`config.mk`:
```
export PLATFORM = sky130hd
export DESIGN_NAME = gpio_mmio_port
export DESIGN_NICKNAME = d
export VERILOG_FILES = /design/src/rtl/gpio_pkg.sv /design/src/rtl/gpio_debounce_bit.sv /design/src/rtl/gpio_mmio_port.sv
export SDC_FILE = /design/constraint.sdc
export NUM_CORES = 1
export LEC_CHECK = 0
export CORE_MARGIN = 10
export CORE_UTILIZATION = 36
export DETAILED_ROUTE_END_ITERATION = 12
export PLACE_DENSITY = 0.67
export SETUP_SLACK_MARGIN = 0.02
export SLEW_MARGIN = 40
export SYNTH_ARGS = -nofsm -noshare
export SYNTH_HDL_FRONTEND = slang
export SYNTH_HIERARCHICAL = 1
export SYNTH_SLANG_ARGS = --single-unit
```
`constraint.sdc`:
```
create_clock -name clk -period 2 [get_ports clk]
set_clock_uncertainty 0.2 [all_clocks]
set_input_delay 0.3 -clock clk [delete_from_list [all_inputs] [get_ports clk]]
set_output_delay 0.3 -clock clk [all_outputs]
set_load 0.02 [all_outputs]
```
`src/rtl/gpio_pkg.sv`:
```
// Shared constants for the GPIO MMIO peripheral: bus widths and the
// register-map word offsets.
package gpio_pkg;

  localparam int ADDR_W = 3;
  localparam int DATA_W = 32;

  localparam logic [ADDR_W-1:0] OFF_SW_STATE = 3'd0;
  localparam logic [ADDR_W-1:0] OFF_LED      = 3'd1;
  localparam logic [ADDR_W-1:0] OFF_LED_SET  = 3'd2;
  localparam logic [ADDR_W-1:0] OFF_LED_CLR  = 3'd3;
  localparam logic [ADDR_W-1:0] OFF_EDGE     = 3'd4;
  localparam logic [ADDR_W-1:0] OFF_IRQ_EN   = 3'd5;

  function automatic logic addr_mapped(input logic [ADDR_W-1:0] addr);
    return addr <= OFF_IRQ_EN;
  endfunction

endpackage

```
`src/rtl/gpio_debounce_bit.sv`:
```
// One switch bit: synchroniser chain, counting debouncer and a one-cycle
// rise pulse that is high in the first cycle of a new debounced 1.
module gpio_debounce_bit #(
  parameter int SYNC_STAGES     = 2,
  parameter int DEBOUNCE_CYCLES = 4
) (
  input  logic clk,
  input  logic reset,
  input  logic raw,
  output logic level,
  output logic rise
);

  localparam int CNT_W = $clog2(DEBOUNCE_CYCLES + 1);
  localparam logic [CNT_W-1:0] CNT_TC = CNT_W'(DEBOUNCE_CYCLES);

  logic [SYNC_STAGES-1:0] sync_q, sync_d;
  logic [CNT_W-1:0]       cnt_q, cnt_d;
  logic [CNT_W-1:0]       cnt_inc;
  logic                   level_q, level_d;
  logic                   rise_q, rise_d;
  logic                   synced;

  always_comb begin
    sync_d  = {sync_q[SYNC_STAGES-2:0], raw};
    synced  = sync_q[SYNC_STAGES-1];
    cnt_inc = cnt_q + CNT_W'(1);
    cnt_d   = '0;
    level_d = level_q;
    // Any sample agreeing with the accepted level restarts the count.
    if (synced != level_q) begin
      if (cnt_inc == CNT_TC) begin
        level_d = synced;
      end else begin
        cnt_d = cnt_inc;
      end
    end
    rise_d = level_d & ~level_q;
  end

  always_ff @(posedge clk or negedge reset) begin
    if (!reset) begin
      sync_q  <= '0;
      cnt_q   <= '0;
      level_q <= 1'b0;
      rise_q  <= 1'b0;
    end else begin
      sync_q  <= sync_d;
      cnt_q   <= cnt_d;
      level_q <= level_d;
      rise_q  <= rise_d;
    end
  end

  assign level = level_q;
  assign rise  = rise_q;

endmodule

```
`src/rtl/gpio_mmio_port.sv`:
```
// Memory-mapped switch/LED peripheral: debounced switches with sticky
// rise flags and a maskable interrupt, LED set/clear/write registers.
module gpio_mmio_port
  import gpio_pkg::*;
#(
  parameter int SW_W            = 16,
  parameter int LED_W           = 16,
  parameter int SYNC_STAGES     = 2,
  parameter int DEBOUNCE_CYCLES = 4
) (
  input  logic              clk,
  input  logic              reset,
  input  logic [SW_W-1:0]   sw,
  output logic [LED_W-1:0]  led,
  input  logic              req_valid,
  output logic              req_ready,
  input  logic              req_we,
  input  logic [ADDR_W-1:0] req_addr,
  input  logic [DATA_W-1:0] req_wdata,
  output logic              rsp_valid,
  input  logic              rsp_ready,
  output logic [DATA_W-1:0] rsp_rdata,
  output logic              rsp_err,
  output logic              irq
);

  logic [SW_W-1:0]   sw_state;
  logic [SW_W-1:0]   sw_rise;

  logic [LED_W-1:0]  led_q, led_d;
  logic [SW_W-1:0]   edge_flag_q, edge_flag_d;
  logic [SW_W-1:0]   irq_en_q, irq_en_d;
  logic              irq_q, irq_d;
  logic              rsp_valid_q, rsp_valid_d;
  logic [DATA_W-1:0] rsp_rdata_q, rsp_rdata_d;
  logic              rsp_err_q, rsp_err_d;

  logic              accept;
  logic              wr_en;
  logic [LED_W-1:0]  wdata_led;
  logic [SW_W-1:0]   wdata_sw;
  logic [SW_W-1:0]   edge_clr;
  logic [DATA_W-1:0] rd_data;
  logic              unused_wdata;

  for (genvar i = 0; i < SW_W; i++) begin : g_sw
    gpio_debounce_bit #(
      .SYNC_STAGES     (SYNC_STAGES),
      .DEBOUNCE_CYCLES (DEBOUNCE_CYCLES)
    ) u_debounce (
      .clk   (clk),
      .reset (reset),
      .raw   (sw[i]),
      .level (sw_state[i]),
      .rise  (sw_rise[i])
    );
  end

  assign req_ready    = !rsp_valid_q || rsp_ready;
  assign accept       = req_valid && req_ready;
  assign wr_en        = accept && req_we;
  assign wdata_led    = req_wdata[LED_W-1:0];
  assign wdata_sw     = req_wdata[SW_W-1:0];
  assign unused_wdata = ^req_wdata;

  always_comb begin
    rd_data = '0;
    case (req_addr)
      OFF_SW_STATE: rd_data[SW_W-1:0]  = sw_state;
      OFF_LED:      rd_data[LED_W-1:0] = led_q;
      OFF_EDGE:     rd_data[SW_W-1:0]  = edge_flag_q;
      OFF_IRQ_EN:   rd_data[SW_W-1:0]  = irq_en_q;
      default:      rd_data = '0;
    endcase
  end

  always_comb begin
    led_d    = led_q;
    irq_en_d = irq_en_q;
    edge_clr = '0;
    if (wr_en) begin
      case (req_addr)
        OFF_LED:     led_d    = wdata_led;
        OFF_LED_SET: led_d    = led_q | wdata_led;
        OFF_LED_CLR: led_d    = led_q & ~wdata_led;
        OFF_EDGE:    edge_clr = wdata_sw;
        OFF_IRQ_EN:  irq_en_d = wdata_sw;
        default:     led_d    = led_q;
      endcase
    end
    // A new rise wins over a same-cycle write-one-to-clear.
    edge_flag_d = (edge_flag_q & ~edge_clr) | sw_rise;
    irq_d       = |(edge_flag_q & irq_en_q);
  end

  always_comb begin
    rsp_valid_d = rsp_valid_q;
    rsp_rdata_d = rsp_rdata_q;
    rsp_err_d   = rsp_err_q;
    if (accept) begin
      rsp_valid_d = 1'b1;
      rsp_rdata_d = req_we ? '0 : rd_data;
      rsp_err_d   = !addr_mapped(req_addr);
    end else if (rsp_ready) begin
      rsp_valid_d = 1'b0;
    end
  end

  always_ff @(posedge clk or negedge reset) begin
    if (!reset) begin
      led_q       <= '0;
      edge_flag_q <= '0;
      irq_en_q    <= '0;
      irq_q       <= 1'b0;
      rsp_valid_q <= 1'b0;
      rsp_rdata_q <= '0;
      rsp_err_q   <= 1'b0;
    end else begin
      led_q       <= led_d;
      edge_flag_q <= edge_flag_d;
      irq_en_q    <= irq_en_d;
      irq_q       <= irq_d;
      rsp_valid_q <= rsp_valid_d;
      rsp_rdata_q <= rsp_rdata_d;
      rsp_err_q   <= rsp_err_d;
    end
  end

  assign led       = led_q;
  assign irq       = irq_q;
  assign rsp_valid = rsp_valid_q;
  assign rsp_rdata = rsp_rdata_q;
  assign rsp_err   = rsp_err_q;

endmodule

```
Word-level counts from Yosys, hierarchy flattened
Cells that the tools add are included.
{"block": "op_classes", "add_sub_neg": 16, "magnitude_cmp": 1, "n_eq_ne": 37, "mux": 71, "n_bitwise": 39, "reduce_logical": 11}
{"operator": "two-way mux 3 bit", "count": 32}
{"operator": "one-hot mux 16 bit (4 select lines)", "count": 1}
{"operator": "== test 3 bit (second input constant)", "count": 18}
{"operator": "adder 3 x 1 -> 3 bit (second input constant)", "count": 16}
{"operator": "AND 16 bit", "count": 3}
{"operator": "two-way mux 16 bit", "count": 3}
{"operator": "one-hot mux 16 bit (3 select lines)", "count": 1}
{"operator": "two-way mux 1 bit", "count": 34}
{"operator": "inverter 16 bit", "count": 2}
{"operator": "bitwise OR 16 bit", "count": 2}
{"operator": "AND 1 bit", "count": 16}
{"operator": "inequality test 1 bit", "count": 16}
{"operator": "inverter 1 bit", "count": 16}
{"operator": "OR reduction 16 bit", "count": 1}
{"operator": "== test 3 x 2 -> 1 bit (second input constant)", "count": 2}
{"operator": "AND reduction 2 bit", "count": 2}
{"operator": "== test 3 x 1 -> 1 bit (second input constant)", "count": 1}
{"operator": "<= comparator 3 bit (second input constant)", "count": 1}
{"operator": "logical NOT 3 bit", "count": 1}
{"operator": "nonzero test 3 bit", "count": 1}
{"operator": "logical AND 1 bit", "count": 2}
{"operator": "logical NOT 1 bit", "count": 2}
{"operator": "nonzero test 2 bit", "count": 1}
{"operator": "logical OR 1 bit", "count": 1}
{"block": "totals", "register_bits": 195, "in_bits": 56, "out_inout_bits": 52, "wordCells": 246}

Depth between registers and ports, before layout
{"block": "logic_depth", "ltp_word": 8, "mapped_depth": 5, "mapped_depth_nobuf": 4}

By module
Netlist, hierarchy kept.
{"mod": "gpio_debounce_bit at g_sw[10].u_debounce ...", "n_inst": 15, "cells_per_inst": 17, "area_per_inst_um2": 265.3, "seq_area_each_um2": 175.2}
{"mod": "gpio_mmio_port", "n_inst": 1, "cells_per_inst": 288, "area_per_inst_um2": 3452.1, "seq_area_each_um2": 1676.6}
{"mod": "gpio_debounce_bit at g_sw[0].u_debounce", "n_inst": 1, "cells_per_inst": 18, "area_per_inst_um2": 266.5, "seq_area_each_um2": 175.2}

Least setup slack after synthesis
No wires, ideal clock.
{"block": "synth_timing", "path_type": "register to register", "startpoint": "register rsp_valid_q, in the netlist rsp_valid", "endpoint": "register irq_en_q[11]", "setup_ps": 125, "t_arrival_ps": 1543, "required_time_ps": 1675, "slack_ps": 132, "path_stages_with_launch": 5, "n_path_buf": 1, "synth_period_minus_slack_ps": 1868, "cell_sequence": "dfrtp_1 > nor2b_1 > nor4_4 > buf_6 > mux2_2"}
{"block": "synth_between", "elab_chain_len": 5}
{"item": "start: declaration", "line": "gpio_mmio_port.sv:34", "source": "logic rsp_valid_q, rsp_valid_d;"}
{"item": "start signal: assignment", "line": "gpio_mmio_port.sv:123", "source": "rsp_valid_q <= rsp_valid_d;"}
{"item": "logical NOT 1 bit", "line": "gpio_mmio_port.sv:59", "source": "assign req_ready = !rsp_valid_q || rsp_ready;"}
{"item": "logical OR 1 bit", "line": "gpio_mmio_port.sv:59"}
{"item": "logical AND 1 bit", "line": "gpio_mmio_port.sv:60", "source": "assign accept = req_valid && req_ready;"}
{"item": "logical AND 1 bit", "line": "gpio_mmio_port.sv:61", "source": "assign wr_en = accept && req_we;"}
{"item": "AND reduction 2 bit (no line)"}
{"item": "end signal: assignment", "line": "gpio_mmio_port.sv:121", "source": "irq_en_q <= irq_en_d;"}
{"item": "end: declaration", "line": "gpio_mmio_port.sv:32", "source": "logic [SW_W-1:0] irq_en_q, irq_en_d;"}
No other way between the ends.
A chain may end at the register's enable or synchronous reset.

Final worst setup path
{"block": "layout_timing", "startpoint": "register rsp_rdata_q[4], in the netlist rsp_rdata[4]", "endpoint": "output port rsp_rdata[4]"}
{"item": "start: declaration", "line": "gpio_mmio_port.sv:35", "source": "logic [DATA_W-1:0] rsp_rdata_q, rsp_rdata_d;"}
{"item": "start signal: assignment", "line": "gpio_mmio_port.sv:124", "source": "rsp_rdata_q <= rsp_rdata_d;"}
{"item": "end: declaration", "line": "gpio_mmio_port.sv:22", "source": "output logic [DATA_W-1:0] rsp_rdata,"}
No word-level cell between the ends.

==> impl_results.md <==
- Final Cycle Share: 0.963
- # setup viols final: 0
- Post-route cell area: 9540 µm²
- CP endpoint kind: output port
- Die ar.: 27600 µm²
- CTS root buffer: clkbuf_16
- Final Hold Violating Endpoints: 0
- DR pass1 iterations: 5
- Worst r2r path cells: 4
- Most frequent cells in the layout: dfrtp_1, clkdlybuf4s50_1, inv_1, nor2_1, ha_1
- Detailed-route DRC error count: 0
- Reg-to-reg endpoint: led[10]
- Commonest non-fill, non-tap cell in the layout: dfrtp_1
- Initial Utilization: 0.366
- Worst Path Buf+Inv: 1
- Status: completed
- Critical path startpoint: rsp_rdata[4]
- IO Pins: 108
- Seq pwr share: 0.466
- R2R Setup Slk: 0.29 ns
- Area growth from synthesis to layout: 23.9%
- Pwr Density: 1170 nW/µm²
- FMAX: 519 MHz
- Worst Max-Slew Pin Slew: 0.806 ns
- Layout cells sized above 1: 0.166
- Num CTS Buffers: 17
- Number of buffers added for setup after CTS: 0
- Clk_lat worst skew: 0.43 ns
- Hold Crit Class: in2reg
- Final TNS setup: 0 ns
- Crit path max fanout: 2
- Dpl cells: 918
- Largest net degree at the start of global routing: 50
- Antenna viol nets, final: 0
- Placed wire-length estimate: 12.9 mm
- Pleak: 0.00442 µW
- Clock Sinks: 179
- Aggregate routed wire length: 18.1 mm
- RR Startpoint: rsp_valid
- Minimum clock period: 1.93 ns
- #FFs+latches synth: 179
- Max Slew Vio Count: 0
- Delay-heaviest family, CP: buffers and inverters
- Via count: 4877
- Grt total ovfl: 0
- CTS Buffer Depth: 2
- Layout Cells excl Fill: 953
- DR vias/cell: 5.12
- Cell area after synthesis: 7700 µm²
- Net switching power: 3440 µW
- Synth Instances: 561
- Synth warn: 6
- Slowest CP cell: clkdlybuf4s50_1
- Gpl congestion: 0.820
- Die width: 166 µm
- VDD IR max: 0.576 mV
- Fillers: 1846
- Final net count: 751
- WP data required: 1.50 ns
- CP endpoint: rsp_rdata[4]
- Row cnt: 53
- Core Area: 21000 µm²
- Internal power: 7690 µW
- Dpl cell area: 8930 µm²
- 1st-iter DRT viols: 332
- Switching share of power: 0.309
- GRT Util Overall: 0.134
- CP peak stage delay: 0.62 ns
- Post-synth top flop: dfrtp_1
- Ys async rst share: 1.00
- Total power: 11100 µW
- IO Port Bufs: 75
- Reg clk slew, reported paths: 0.07 ns
- Vias in the first global route: 5431
- Seq/Total Area, Yosys: 0.582
- Die height: 166 µm
- WP data arrival: 1.43 ns
- Number of flops mapped to enable cells by yosys: 0
- Critical Path Stages: 1
- CTS tree: built
- Type of origin of the critical path: register
- RSZ-0062 raised after global routing: false
- Initial antenna violation count: 2
- Max_cap viols: 0
- CP cell instances: clkdlybuf4s50_1
- Slew HR: 0.462
- Comb power frac: 0.231
- First-pass GRT wire length: 29.4 mm
- CTS H-tree depth: 4
- Routed length per instance: 19.0 µm
- Type of the worst setup path: reg2out
- Clock Power Share: 0.303
- Yosys cell types: 37
- Final core occ: 0.454
- Syn avg cell area: 13.7 µm²
[power by group through the flow]
stage                     clock, µW  combinational (µW)  sequential [µW]
final                          3370                2570             5190
after floorplan                   0                1700             5130
after global placement            0                2420             5170
after CTS                      3470                2610             5190
after global routing           3630                2870             5300
after detailed placement          0                2610             5260
[logic make-up (layout without fill, tap and decap cells)]
| family | count (synthesis) | count (layout) | share of synthesized area |
|---|---|---|---|
| AND/OR/NAND/NOR | 111 | 111 | 0.0858 |
| adder cells (fa/ha/maj) | 32 | 32 | 0.0520 |
| buffers and inverters | 68 | 168 | 0.0457 |
| other | 1 | 18 | 0.000487 |
| flip-flops | 179 | 179 | 0.582 |
| AO/OA/AOI/OAI | 90 | 90 | 0.0962 |
| multiplexers | 48 | 48 | 0.101 |
| XOR/XNOR | 32 | 32 | 0.0364 |
[synth_stat cells, drive strengths merged, types with 2 or more instances]
master,instances,area share
nand2,19,0.0093
a211oi,16,0.016
a221oi,4,0.0046
o41ai,16,0.018
nor4,3,0.0083
nor2,33,0.016
mux2,32,0.055
a22o,20,0.023
a31oi,16,0.013
nor3b,31,0.030
inv,35,0.017
ha,32,0.052
dfrtp,179,0.58
nand4,2,0.0024
a32o,16,0.021
xor2,16,0.018
nor2b,17,0.014
clkbuf,3,0.0016
xnor2,16,0.018
o21ai,2,0.0013
mux4,16,0.047
buf,30,0.027
[registers in the layout (all words and copies together), names as in the netlist]
name	flops
g_sw.u_debounce/sync_q	32
g_sw.u_debounce/level	16
rsp_err	1
irq	1
led	16
edge_flag_q	16
rsp_rdata	16
g_sw.u_debounce/cnt_q	48
g_sw.u_debounce/rise	16
rsp_valid	1
irq_en_q	16
[worst min path at each step]
stage / startpoint / endpoint / slack, ns / cells after the start
floorplan: reset / edge_flag_q[0] / -0.20 / 0
global placement: reset / g_sw[12].u_debounce/sync_q[1] / 0.08 / 1
detailed placement: reset / g_sw[12].u_debounce/sync_q[0] / 0.09 / 1
CTS: sw[15] / g_sw[15].u_debounce/sync_q[0] / 0.08 / 1
global route: sw[9] / g_sw[9].u_debounce/sync_q[0] / 0.09 / 1
finish: sw[15] / g_sw[15].u_debounce/sync_q[0] / 0.10 / 1
[stage by stage]
| step | hold WS, ns | setup slack (ns) |
|---|---|---|
| detailed placement | 0.0940 | -0.290 |
| finish | 0.100 | 0.0741 |
| floorplan | -0.196 | 0.132 |
| global placement | 0.0838 | -0.237 |
| global route | 0.0867 | 0.0237 |
| CTS | 0.0753 | 0.0247 |
[repair_timing]
action / 4_1_cts / 5_1_grt
resized for setup: 18 / 6
hold buffers: 1 / 0
endpoints found under the setup margin: 18 / 6
hold endpoints to repair: 82 / 0
[layer usage]
| metal | wire (µm) | share of wire | up-vias | track usage |
|---|---|---|---|---|
| met5 | 18 | 0.0010 | - | 0 |
| li1 | - | - | 2214 | - |
| met4 | 429 | 0.024 | 2 | 0.0557 |
| met1 | 7220 | 0.40 | 2507 | 0.151 |
| met2 | 9320 | 0.52 | 120 | 0.225 |
| met3 | 1080 | 0.059 | 34 | 0.0466 |
[area by class of cell]
cell class              instances  area, µm²  area share
flip-flops and latches        179       4480       0.470
multi-input cells             329       2930       0.307
repair buffers                101       1050       0.110
clock buffers                  17        425      0.0446
well taps                     275        344      0.0361
clock inverters                15        171      0.0180
inverters                      35        131      0.0138
diodes                          2       5.00    0.000525
No activity file was read; power rests on OpenSTA's default activity.
